===== src/rtl/alu_issue_sequencer.sv =====
// alu_issue_sequencer
//
// Feeds the 8-bit VS-ALU from a small instruction FIFO. Each packed word
// {opcode[3:0], A[7:0], B[7:0]} is launched on alu_*, held for ALU_LAT
// rising edges, and then the ALU result is captured. The result and its
// opcode are offered on an output valid/ready handshake. Only one
// instruction is in flight at a time.
//
// Parameters
//   DEPTH   : instruction FIFO entries (power of two, 2..16)
//   ALU_LAT : rising edges from launch on alu_* to sampling alu_res (>= 1)
//
// Ports
//   clk, rst                 : clock, synchronous active-high reset
//   in_valid/in_ready        : instruction handshake, in_instr = {op, A, B}
//   alu_opcode/alu_a/alu_b   : operands to the ALU, change only on issue
//   alu_res                  : ALU result, sampled ALU_LAT edges after issue
//   out_valid/out_ready      : result handshake, out_result/out_opcode
//   busy                     : FIFO non-empty or an instruction in flight
//   issue_count              : instructions issued, modulo 256
module alu_issue_sequencer #(
    parameter int DEPTH   = 4,
    parameter int ALU_LAT = 2
) (
    input  logic        clk,
    input  logic        rst,
    input  logic        in_valid,
    output logic        in_ready,
    input  logic [19:0] in_instr,
    output logic [3:0]  alu_opcode,
    output logic [7:0]  alu_a,
    output logic [7:0]  alu_b,
    input  logic [7:0]  alu_res,
    output logic        out_valid,
    input  logic        out_ready,
    output logic [7:0]  out_result,
    output logic [3:0]  out_opcode,
    output logic        busy,
    output logic [7:0]  issue_count
);

    localparam int PTR_W  = $clog2(DEPTH);
    localparam int OCC_W  = $clog2(DEPTH + 1);
    localparam int WAIT_W = (ALU_LAT > 1) ? $clog2(ALU_LAT) : 1;

    localparam logic [OCC_W-1:0]  OCC_FULL  = OCC_W'(DEPTH);
    localparam logic [WAIT_W-1:0] WAIT_LAST = WAIT_W'(ALU_LAT - 1);

    typedef enum logic [1:0] {
        S_IDLE = 2'd0,
        S_WAIT = 2'd1,
        S_DONE = 2'd2
    } state_t;

    state_t             state;
    state_t             state_nxt;

    logic [19:0]        mem [DEPTH];
    logic [PTR_W-1:0]   wr_ptr;
    logic [PTR_W-1:0]   rd_ptr;
    logic [OCC_W-1:0]   occ;
    logic [WAIT_W-1:0]  wait_cnt;

    logic               empty;
    logic               push;
    logic               pop;
    logic               capture;
    logic               release_res;
    logic [19:0]        head;

    // Readiness comes only from registered occupancy, so a pop in the same
    // cycle never opens a slot for a push while the FIFO is full.
    assign empty    = (occ == '0);
    assign in_ready = (occ != OCC_FULL);
    assign push     = in_valid && in_ready;
    assign head     = mem[rd_ptr];
    assign busy     = (state != S_IDLE) || !empty;

    always_comb begin
        state_nxt   = state;
        pop         = 1'b0;
        capture     = 1'b0;
        release_res = 1'b0;
        case (state)
            S_IDLE: begin
                if (!empty) begin
                    pop       = 1'b1;
                    state_nxt = S_WAIT;
                end
            end
            S_WAIT: begin
                // wait_cnt counts edges since issue minus one, so this is
                // the ALU_LAT-th edge after the operands were launched.
                if (wait_cnt == WAIT_LAST) begin
                    capture   = 1'b1;
                    state_nxt = S_DONE;
                end
            end
            S_DONE: begin
                if (out_ready) begin
                    release_res = 1'b1;
                    if (!empty) begin
                        // Back-to-back issue on the handshake edge keeps the
                        // ALU busy one result per ALU_LAT+1 cycles.
                        pop       = 1'b1;
                        state_nxt = S_WAIT;
                    end else begin
                        state_nxt = S_IDLE;
                    end
                end
            end
            default: state_nxt = S_IDLE;
        endcase
    end

    // FIFO storage: data only, stale entries are unreachable after reset
    always_ff @(posedge clk) begin
        if (push) begin
            mem[wr_ptr] <= in_instr;
        end
    end

    always_ff @(posedge clk) begin
        if (rst) begin
            state       <= S_IDLE;
            wr_ptr      <= '0;
            rd_ptr      <= '0;
            occ         <= '0;
            wait_cnt    <= '0;
            issue_count <= '0;
            alu_opcode  <= '0;
            alu_a       <= '0;
            alu_b       <= '0;
            out_valid   <= 1'b0;
            out_result  <= '0;
            out_opcode  <= '0;
        end else begin
            state <= state_nxt;

            // Pointers wrap naturally because DEPTH is a power of two.
            if (push) begin
                wr_ptr <= wr_ptr + PTR_W'(1);
            end
            if (pop) begin
                rd_ptr <= rd_ptr + PTR_W'(1);
            end
            case ({push, pop})
                2'b10:   occ <= occ + OCC_W'(1);
                2'b01:   occ <= occ - OCC_W'(1);
                default: occ <= occ;
            endcase

            // Issue stage: launch operands onto the ALU
            if (pop) begin
                alu_opcode  <= head[19:16];
                alu_a       <= head[15:8];
                alu_b       <= head[7:0];
                issue_count <= issue_count + 8'd1;
                wait_cnt    <= '0;
            end else if (state == S_WAIT && !capture) begin
                wait_cnt <= wait_cnt + WAIT_W'(1);
            end

            // Capture stage: result held stable until the consumer takes it
            if (capture) begin
                out_result <= alu_res;
                out_opcode <= alu_opcode;
                out_valid  <= 1'b1;
            end else if (release_res) begin
                out_valid <= 1'b0;
            end
        end
    end

endmodule


===== config.mk =====
export PLATFORM = sky130hd
export DESIGN_NAME = alu_issue_sequencer
export DESIGN_NICKNAME = d
export VERILOG_FILES = /design/src/rtl/alu_issue_sequencer.sv
export SDC_FILE = /design/constraint.sdc
export NUM_CORES = 1
export LEC_CHECK = 0
export ABC_AREA = 1
export BUFFER_PORTS_ARGS = -buffer_cell sky130_fd_sc_hd__buf_4
export CORE_MARGIN = 2
export CORE_UTILIZATION = 30
export DETAILED_ROUTE_END_ITERATION = 7
export PLACE_DENSITY_LB_ADDON = 0.08
export SLEW_MARGIN = 20
export SYNTH_ARGS = -nofsm -noshare
export SYNTH_HDL_FRONTEND = slang
export SYNTH_SLANG_ARGS = --single-unit

===== constraint.sdc =====
create_clock -name clk -period 2.6 [get_ports clk]
set_input_delay 0.26 -clock clk [delete_from_list [all_inputs] [get_ports clk]]
set_output_delay 0.26 -clock clk [all_outputs]
set_load 0.02 [all_outputs]

# Yosys cells after proc, flatten, opt, wreduce, memory -nomap -nowiden
# Memory sizes are Yosys's and may differ from the RTL's. A register that Yosys moved wholly into a read port is not among the register bits.
# Cells that the tools add are included.
[totals]
regBits = 31
mem_bits_rw = 80
word_cells = 53
mem_count = 1
[memory_table]
columns = ["name", "words", "word_bits", "read_ports", "rd_clocked_by_memory_dff", "wr", "line_no", "source"]
rows = [
  ["mem", 4, 20, 1, 1, 1, "58", "logic [19:0] mem [DEPTH];"],
]
[op_classes]
n_addsub = 6
eq_ne = 8
muxes = 17
n_reduce_logical = 12
[ops]
columns = ["operator", "n"]
rows = [
  ["1-bit two-way mux", 11],
  ["8-bit by 1-bit adder with 8-bit output (second input constant)", 1],
  ["2-bit two-way mux", 3],
  ["2-bit inequality test (second input constant)", 3],
  ["2-bit case mux with 3 select lines", 1],
  ["3-bit case mux with 2 select lines", 1],
  ["2-bit nonzero test", 3],
  ["2-bit by 1-bit adder with 2-bit output (second input constant)", 2],
  ["2-bit by 1-bit == test with 1-bit output (second input constant)", 2],
  ["2-bit == test (second input constant)", 2],
  ["3-bit by 1-bit adder with 3-bit output (second input constant)", 1],
  ["3-bit logical NOT", 1],
  ["3-bit inequality test (second input constant)", 1],
  ["3-bit AND reduction", 1],
  ["3-bit by 1-bit subtractor with 3-bit output (second input constant)", 1],
  ["1-bit logical AND", 2],
  ["1-bit logical NOT", 2],
  ["2-bit logical NOT", 1],
  ["1-bit case mux with 2 select lines", 1],
  ["2-bit OR reduction", 1],
  ["1-bit adder (second input constant)", 1],
  ["1-bit logical OR", 1],
]

# Depth between registers and ports, before layout
# Gate-level depths: netlist (run 1).
[logic_depth]
ltp_word = 6
ltp_mapped = 14
depth_no_buf = 12

# Worst setup path before layout (run 1)
# Ideal clock, no wire load.
[synth_path]
path_type = "reg-to-reg"
start = "register occ[1]"
end = "memory mem[0][0], enable pin"
t_arrival_ns = 1.701
required_time_ns = 2.203
setup_slack_ns = 0.502
path_stages_with_launch = 5
period_less_slack_ns = 2.098
cell_sequence = "dfxtp_1 > inv_2 > nand3_1 > nand2_1 > nor2_1"
[synth_via]
elab_chain_len = 4
[synth_rtl]
columns = ["item", "line_no", "source"]
rows = [
  ["start: declaration", "61", "logic [OCC_W-1:0] occ;"],
  ["start signal: assignment", "148", "2'b10: occ <= occ + OCC_W'(1);"],
  ["start signal: assignment", "149", "2'b01: occ <= occ - OCC_W'(1);"],
  ["3-bit inequality test", "74", "assign in_ready = (occ != OCC_FULL);"],
  ["net in_ready", "28", "output logic in_ready,"],
  ["1-bit logical AND", "75", "assign push = in_valid && in_ready;"],
  ["1-bit two-way mux", "118", "if (push) begin"],
  ["1-bit two-way mux (not written as such)", "119", "mem[wr_ptr] <= in_instr;"],
  ["end: declaration", "58", ""],
]
# The timed path passes the listed nets, and every way through them passes these cells.

# Final worst setup path (run 1)
[layout_path]
start = "register occ[1]"
end = "register occ[2]"
[layout_via]
elab_chain_len = 6
elab_cells_between_ends = 12
cone_classes = "add/sub (2); eq/ne (3); mux (4); reduce/logical (3)"
[layout_rtl]
columns = ["item", "line_no", "source"]
rows = [
  ["3-bit logical NOT", "73", "assign empty = (occ == '0);"],
  ["1-bit two-way mux", "86, 102", ""],
  ["1-bit two-way mux", "100", "if (out_ready) begin"],
  ["1-bit case mux with 2 select lines", "84", "case (state)"],
  ["2-bit by 1-bit == test with 1-bit output / 2-bit == test (equally long branches)", "147", "case ({push, pop})"],
  ["3-bit case mux with 2 select lines / 2-bit nonzero test (equally long branches)", "--", ""],
]
# Several ways; a longest one is shown, not always the timed one.
# A chain may end at the register's enable or synchronous reset.

==> results of run 1 <==
[through the flow]
stage / setup slack [ps] / power, mW
2_1_floorplan: 502 / 4.33
3_3_place_gp: 716 / 5.10
3_5_place_dp: 679 / 5.14
4_1_cts: 629 / 7.58
5_1_grt: 457 / 7.96
6_report: 616 / 7.47
[per-layer routing]
layer | global-route usage (%) | share of wire [%] | up-vias
li1 | - | - | 1805
met1 | 16.4 | 47 | 1657
met2 | 21.3 | 46 | 76
met3 | 4.01 | 4.8 | 19
met4 | 6.90 | 2.1 | 0
met5 | 0 | 0 | -
[logic make-up (layout without fill, tap and decap cells)]
group           count (synthesis)  count (layout)  synth area share, %
fa+ha+maj                       7               7                 1.87
flops                         131             131                 67.3
buf+inv                        63             154                 5.41
compound gates                133             133                 13.6
xor+xnor                        1               1                0.172
simple gates                  152             152                 11.7
[sequential cells by signal, summed over array words and instances, names as in the netlist]
name	count
mem	80
alu_a	8
alu_b	8
issue_count	8
out_result	8
alu_opcode	4
out_opcode	4
occ	3
rd_ptr	2
state	2
wr_ptr	2
out_valid	1
wait_cnt	1
[power by group through the flow]
stage	clock network, mW	registers (mW)	logic (mW)
final	2.42	2.75	2.31
after global routing	2.57	2.79	2.59
after CTS	2.48	2.75	2.35
after detailed placement	0	2.79	2.35
after global placement	0	2.79	2.32
after floorplan	0	2.99	1.35
[cell type report]
cell class	instances	area share, %
repair buffers	85	9.85
inverters	37	2.14
clock buffers	22	7.32
well taps	220	4.25
multi-input cells	293	21.6
flip-flops and latches	131	52.8
clock inverters	10	2.03
[placed cells by master (no fill, tap or decap), types with 2 or more instances in the layout]
cell type / synthesis / layout
ha_1: 6 / 6
buf_4: 0 / 85
inv_1: 32 / 32
nor3_1: 3 / 3
o21ai_0: 87 / 87
a21oi_2: 5 / 5
clkinv_1: 0 / 3
dfxtp_1: 51 / 51
nor2_1: 119 / 116
clkbuf_16: 0 / 17
nor2_2: 0 / 3
edfxtp_1: 80 / 80
a21oi_1: 24 / 24
inv_2: 5 / 5
bufinv_16: 0 / 3
o21ai_1: 15 / 15
nand3_1: 6 / 6
nand2_1: 20 / 20
clkbuf_1: 5 / 2
clkbuf_8: 0 / 3
nand2_2: 2 / 2
clkinvlp_4: 0 / 4
[critical path: stages (launching register included)]
cell     delay [ps]
dfxtp_1         320
inv_2            80
nand3_1          90
nand2_1         270
ha_1            210
inv_1            70
fa_1            390
nor2_1          150
nor2_1           50
nand2_1          70
o21ai_0          70
a21oi_1         140
[how the worst min path moves through the flow]
stage                       start             to  slack (ps)
CTS                  in_instr[15]     mem[2][15]          20
floorplan             in_instr[0]      mem[0][0]         360
detailed placement  out_result[7]  out_result[7]         440
finish               in_instr[15]     mem[2][15]          40
global placement    out_opcode[1]  out_opcode[1]         430
global route         in_instr[12]     mem[0][12]          20
==> summary.txt, run 1 <==
Synth
  • Synth Flop Type: edfxtp_1
  • Largest area contributor in the netlist: edfxtp_1
  • Ys async rst share: 0%
  • Area share of the largest cell type after synthesis: a little under half
  • Area contributors post-synth: edfxtp_1 47%, dfxtp_1 20%, nor2_1 8.8%, o21ai_0 8.6%, a21oi_1 2.4%
  • Synthesis Warnings: 0
  • Sequential share of the synthesized area: 67.3%
  • Yosys reg bits: about 130
  • Post-synth EDFFs: 80
  • Synth top cells by count: 119 x nor2_1, 87 x o21ai_0, 80 x edfxtp_1
  • Mean Syn Cell Area: 10.5 sq um
  • Mapped cell area: 0.00509 sq mm
  • Synth Net Count: 526
  • Most common cell in the synthesized netlist: nor2_1
  • Post-synth cell types: 24
  • Cells after synthesis: 487

Critical path
  • Crit start category: flip-flop
  • Critical Path AT: around 2300 ps
  • Worst reg-to-reg path cell count: 11
  • Worst Path Max Fanout: 9
  • Crit end category: flip-flop
  • Worst r2r src: occ[1]
  • Critical R2R Capture: occ[2]
  • Worst setup path start: occ[1]
  • Crit Path Class: flip-flop to flip-flop
  • CP required: slightly below 3000 ps
  • Worst Setup EP: occ[2]
  • Reg2Reg Setup Slack: 620 ps

Finish
  • Fill cells: about 1600
  • FF/Latch Area: between 0.003 and 0.004 sq mm
  • Design area: 0.00648 sq mm
  • # diodes: 0
  • P&R area growth vs syn: 27.3%
  • Layout cells sized above 1: ~22%
  • Footprint of the multi-input gates: about 0.0014 sq mm
  • Fin util: 39.1%
  • Total Nets Final: 604
  • Final Non-Filler Cells: ~800

Timing
  • Slew headroom: between 40% and 50%
  • Peak Freq: 504 MHz
  • Least-Margin Pin Slew: 807 ps
  • RSZ-0062 raised after global routing: no
  • # setup viols final: 0
  • Fin crit period: between 1500 and 2000 ps
  • Worst hold slack: slightly below 40 ps
  • Final Hold Viols: 0
  • Setup TNS: 0 ps
  • Max Clock Skew: between 8 and 9 ps
  • Final Cycle Share: about 76%
  • Final slew viol count: 0

Clock tree
  • CTS buffer count: 17
  • Post CTS Setup Buffer Count: 0
  • Root buffer cell: clkbuf_16
  • Clock latency at the later pin of the worst-skew pair: around 420 ps
  • Clock tree buffer depth: 2
  • Clock edge transition at the registers on the reported setup and hold paths: ~60 ps
  • H-tree lvl count: 4
  • CTS Sinks: around 130
  • Cts hold-fix bufs: 0
  • TritonCTS clock tree: built
  • CTS resizes: 0

Run
  • Max-cap violations: 0

Floorplanning
  • Die area: around 0.018 sq mm
  • Die H: about 130 um
  • Width of the die: approximately 130 um
  • Core Box Area: between 0.015 and 0.02 sq mm
  • Initial core utilization: between 30% and 40%
  • Site Rows: between 40 and 50
  • I/O pins: 75

Global route
  • Grt ovf: 0
  • Initial antenna violation count: 0
  • Vias in the first global route: between 3000 and 4000
  • All-Layer GR Usage: around an eighth
  • First-pass GRT wire length: roughly 18 mm
  • Largest net degree at the start of global routing: 44

Route
  • DRC Markers: 0
  • DRT iter0 DRCs: approximately 150
  • DR WL/cell: roughly 14 um
  • Final WL: about 11 mm
  • Final ANT Viol Nets: 0
  • Vias per cell: roughly 4.5
  • Routed via count: 3557
  • Pre-antenna DRT Iters: 4

Placement
  • Post-DP HPWL: between 7 and 8 mm
  • GP Congestion: roughly 0.7
  • Dpl cell area: a little under 0.006 sq mm
  • DP Cell Count: about 770
  • IO buf count: 74

Power
  • Switching power: between 2 and 3 mW
  • PD cells: about 1200 mW/mm^2
  • Comb pwr share: a little under a third
  • Leak pwr: around 2.4 nW
  • Seq pwr share: between 30% and 40%
  • Switch share: about 34%
  • VDD IR-drop max: roughly 0.54 mV
  • Clk network pwr share: about 32%
  • P_int: 4.93 mW

Run status
  • Outcome: complete, no violations

Worst hold path
  • Hold path depth: 1
  • Class of the worst hold path: primary input to flip-flop
No activity file was read; power rests on OpenSTA's default activity.
==> run 2: changes to the inputs <==
ABC_AREA = 0   (was 1)
clock period = 2.05 ns   (was 2.6 ns; I/O delays follow)
==> summary.txt, run 2 <==
Power
  • Total power: 8.88 mW
  • Switch share: a little under a third
  • P_int: 6.17 mW
  • Switching power: around 2.7 mW
  • VDD IR-drop max: a little under 0.7 mV
  • Clk network pwr share: between 30 and 40%
  • PD cells: roughly 1300 mW/mm^2
  • Seq pwr share: 38.7%
  • Comb pwr share: between 20% and 30%
  • Leak pwr: approximately 2.4 nW

Timing
  • Setup WS post-layout: -81.8 ps
  • Max Clock Skew: ~7.6 ps
  • Worst hold slack: between 40 and 50 ps
  • Peak Freq: roughly 470 MHz
  • Final Cycle Share: 104%
  • Least-Margin Pin Slew: approximately 600 ps
  • Slew headroom: about 60%
  • Setup TNS: -81.8 ps
  • Final slew viol count: 0
  • # setup viols final: 1
  • Final Hold Viols: 0
  • Fin crit period: between 2000 and 2500 ps
  • RSZ-0062 raised after global routing: yes

Run status
  • Outcome: complete, but fails checks
  • Failing checks: negative setup slack

Synth
  • Synth Area in Compound Gates: under 10%
  • Cells after synthesis: approximately 350
  • Synth Area in Adders: between 1.5 and 2%
  • Mux cell area share after synthesis: a little under a tenth
  • Largest area contributor in the netlist: edfxtp_1
  • Area share of the largest cell type after synthesis: between 40% and 50%
  • Mean Syn Cell Area: around 14 sq um
  • Area contributors post-synth: edfxtp_1 49%, dfxtp_1 21%, mux4_2 9.2%, nand2_1 5.7%, a21oi_1 4.3%
  • Ys async rst share: 0%
  • Sequential share of the synthesized area: approximately 70%
  • Main combinational cell family by area after synthesis: simple AND/OR/NAND/NOR gates
  • Synth top cells by count: 80 x edfxtp_1, 74 x nand2_1, 51 x dfxtp_1
  • Post-synth cell types: 30
  • Synth Net Count: slightly below 400
  • Synthesis Warnings: 0
  • Synth Flop Type: edfxtp_1
  • Post-Synth XOR/XNOR Area: ~1.6%
  • Most common cell in the synthesized netlist: edfxtp_1
  • Post-synthesis simple-gate area fraction: 10.2%
  • Mapped cell area: between 0.004 and 0.005 sq mm
  • Yosys reg bits: 131
  • Post-synth EDFFs: 80

Placement
  • Dpl cell area: 0.00586 sq mm
  • IO buf count: 74
  • GP Congestion: between 0.6 and 0.7
  • DP Worst Slack: -169 ps
  • DP Cell Count: between 600 and 700
  • Post-DP HPWL: approximately 6 mm

Route
  • DR WL/cell: approximately 15 um
  • Routed via count: 3077
  • DRT iter0 DRCs: roughly 120
  • Vias per cell: approximately 4.4
  • Pre-antenna DRT Iters: 4
  • Final ANT Viol Nets: 0
  • DRC Markers: 0
  • Final WL: about 10 mm

Clock tree
  • CTS Sinks: ~130
  • Clock latency at the later pin of the worst-skew pair: 410 ps
  • Clock tree buffer depth: 2
  • CTS buffer count: 17
  • Clock edge transition at the registers on the reported setup and hold paths: about 50 ps
  • Root buffer cell: clkbuf_16
  • TritonCTS clock tree: built
  • H-tree lvl count: 4

Worst hold path
  • Hold path depth: 3
  • Class of the worst hold path: primary input to flip-flop

Critical path
  • Worst Path Max Fanout: 3
  • CP top delay family: simple AND/OR/NAND/NOR gates
  • CP max stage delay: between 300 and 400 ps
  • Crit-path slowest cell: or3b_4
  • CP required: approximately 2400 ps
  • Crit end category: flip-flop
  • Buf+Inv Stages, Crit Path: 2
  • Worst reg-to-reg path cell count: 9
  • Crit Path Class: flip-flop to flip-flop
  • CP Depth: 9
  • Crit start category: flip-flop
  • Critical Path AT: 2470 ps
  • Crit-path cells: or3b_4 > and2_4 > inv_4 > ha_4 > inv_2 > fa_2 > xor2_1 > or3_1 > a21oi_2

Floorplanning
  • Die area: 0.0174 sq mm
  • Die H: approximately 130 um
  • Width of the die: ~130 um
  • Core Box Area: between 0.015 and 0.02 sq mm
  • Site Rows: 46
  • Initial core utilization: 30.7%
  • I/O pins: 75

Finish
  • # diodes: 0
  • Fill cells: around 1500
  • Max reg flops: 80
  • Layout cells sized above 1: 33.4%
  • P&R area growth vs syn: 36.0%
  • Total Nets Final: between 500 and 600
  • Final Non-Filler Cells: between 700 and 800
  • Design area: approximately 0.0067 sq mm
  • Most frequent cells in the layout: 96 x buf_4, 80 x edfxtp_1, 74 x nand2_1
  • Commonest non-fill, non-tap cell in the layout: buf_4
  • Fin util: between 40% and 50%
  • Biggest register: mem

Run
  • Max-cap violations: 0

Global route
  • Vias in the first global route: 3160
  • First-pass GRT wire length: ~16 mm
  • Largest net degree at the start of global routing: 52
  • Initial antenna violation count: 0
  • Grt ovf: 0
  • All-Layer GR Usage: between 10% and 20%
## run 2: changes by cell type after synthesis, sizes merged, moves of 3 or more
cell / before / now
o21ai: 103 / 2
mux4: 0 / 20
nor2b: 0 / 3
and3: 0 / 4
nand2: 22 / 74
xnor2: 0 / 7
buf: 18 / 5
nand3: 7 / 4
clkbuf: 8 / 13
inv: 37 / 7
nor2: 119 / 12
a21oi: 29 / 42
## run 2: metal layers
layer,vias up,GRT usage (%),part of all wire (%)
met5,-,0,0
met4,0,5.62,0.88
met3,6,3.81,5.0
met2,75,21.1,50
met1,1485,14.6,44
li1,1511,-,-
## run 2: cell type report
class	instances	area, sq um	share of cell area (%)
multi-input cells	196	1410	21.1
clock buffers	19	433	6.50
repair buffers	118	952	14.3
inverters	8	37.5	0.564
flip-flops and latches	131	3430	51.5
clock inverters	13	135	2.03
well taps	216	270	4.06
## run 2: repair_timing
item | in CTS | in global routing
setup endpoints to repair | 2 | 1
hold buffers | 20 | 0
endpoints found under the hold margin | 80 | 0
setup buffers | 2 | 0
gates resized for setup | 5 | 2
pin swaps | 3 | 0
## run 2: cells by family after synthesis
group / Yosys count
buf+inv: 26
mux: 20
xor+xnor: 9
compound gates: 47
fa+ha+maj: 7
simple gates: 113
flops: 131
## run 2: final timing paths
kind / slack (ps) / start / end
worst max-delay path: -80 / occ[2] / occ[2]
worst min-delay path: 40 / alu_res[0] / out_result[0]
worst max register to register: -80 / occ[2] / occ[2]
worst min register to register: 450 / out_opcode[3] / out_opcode[3]
## run 2: worst reg2reg max path: cells and delay by family, from the launching register on
kind	cells	cell delay (ps)
AO/OA/AOI/OAI	1	120
flip-flops	1	350
buffers and inverters	2	90
adder cells (fa/ha/maj)	2	460
XOR/XNOR	1	170
AND/OR/NAND/NOR	3	860
## run 2: power by group through the flow
stage          Combinational (mW)  Sequential [mW]  Clock (mW)
3_3_place_gp                 2.51             3.48           0
4_1_cts                      2.62             3.44        2.97
6_report                     2.56             3.43        2.89
2_1_floorplan                1.38             3.68           0
5_1_grt                      2.82             3.49        3.08
3_5_place_dp                 2.53             3.49           0
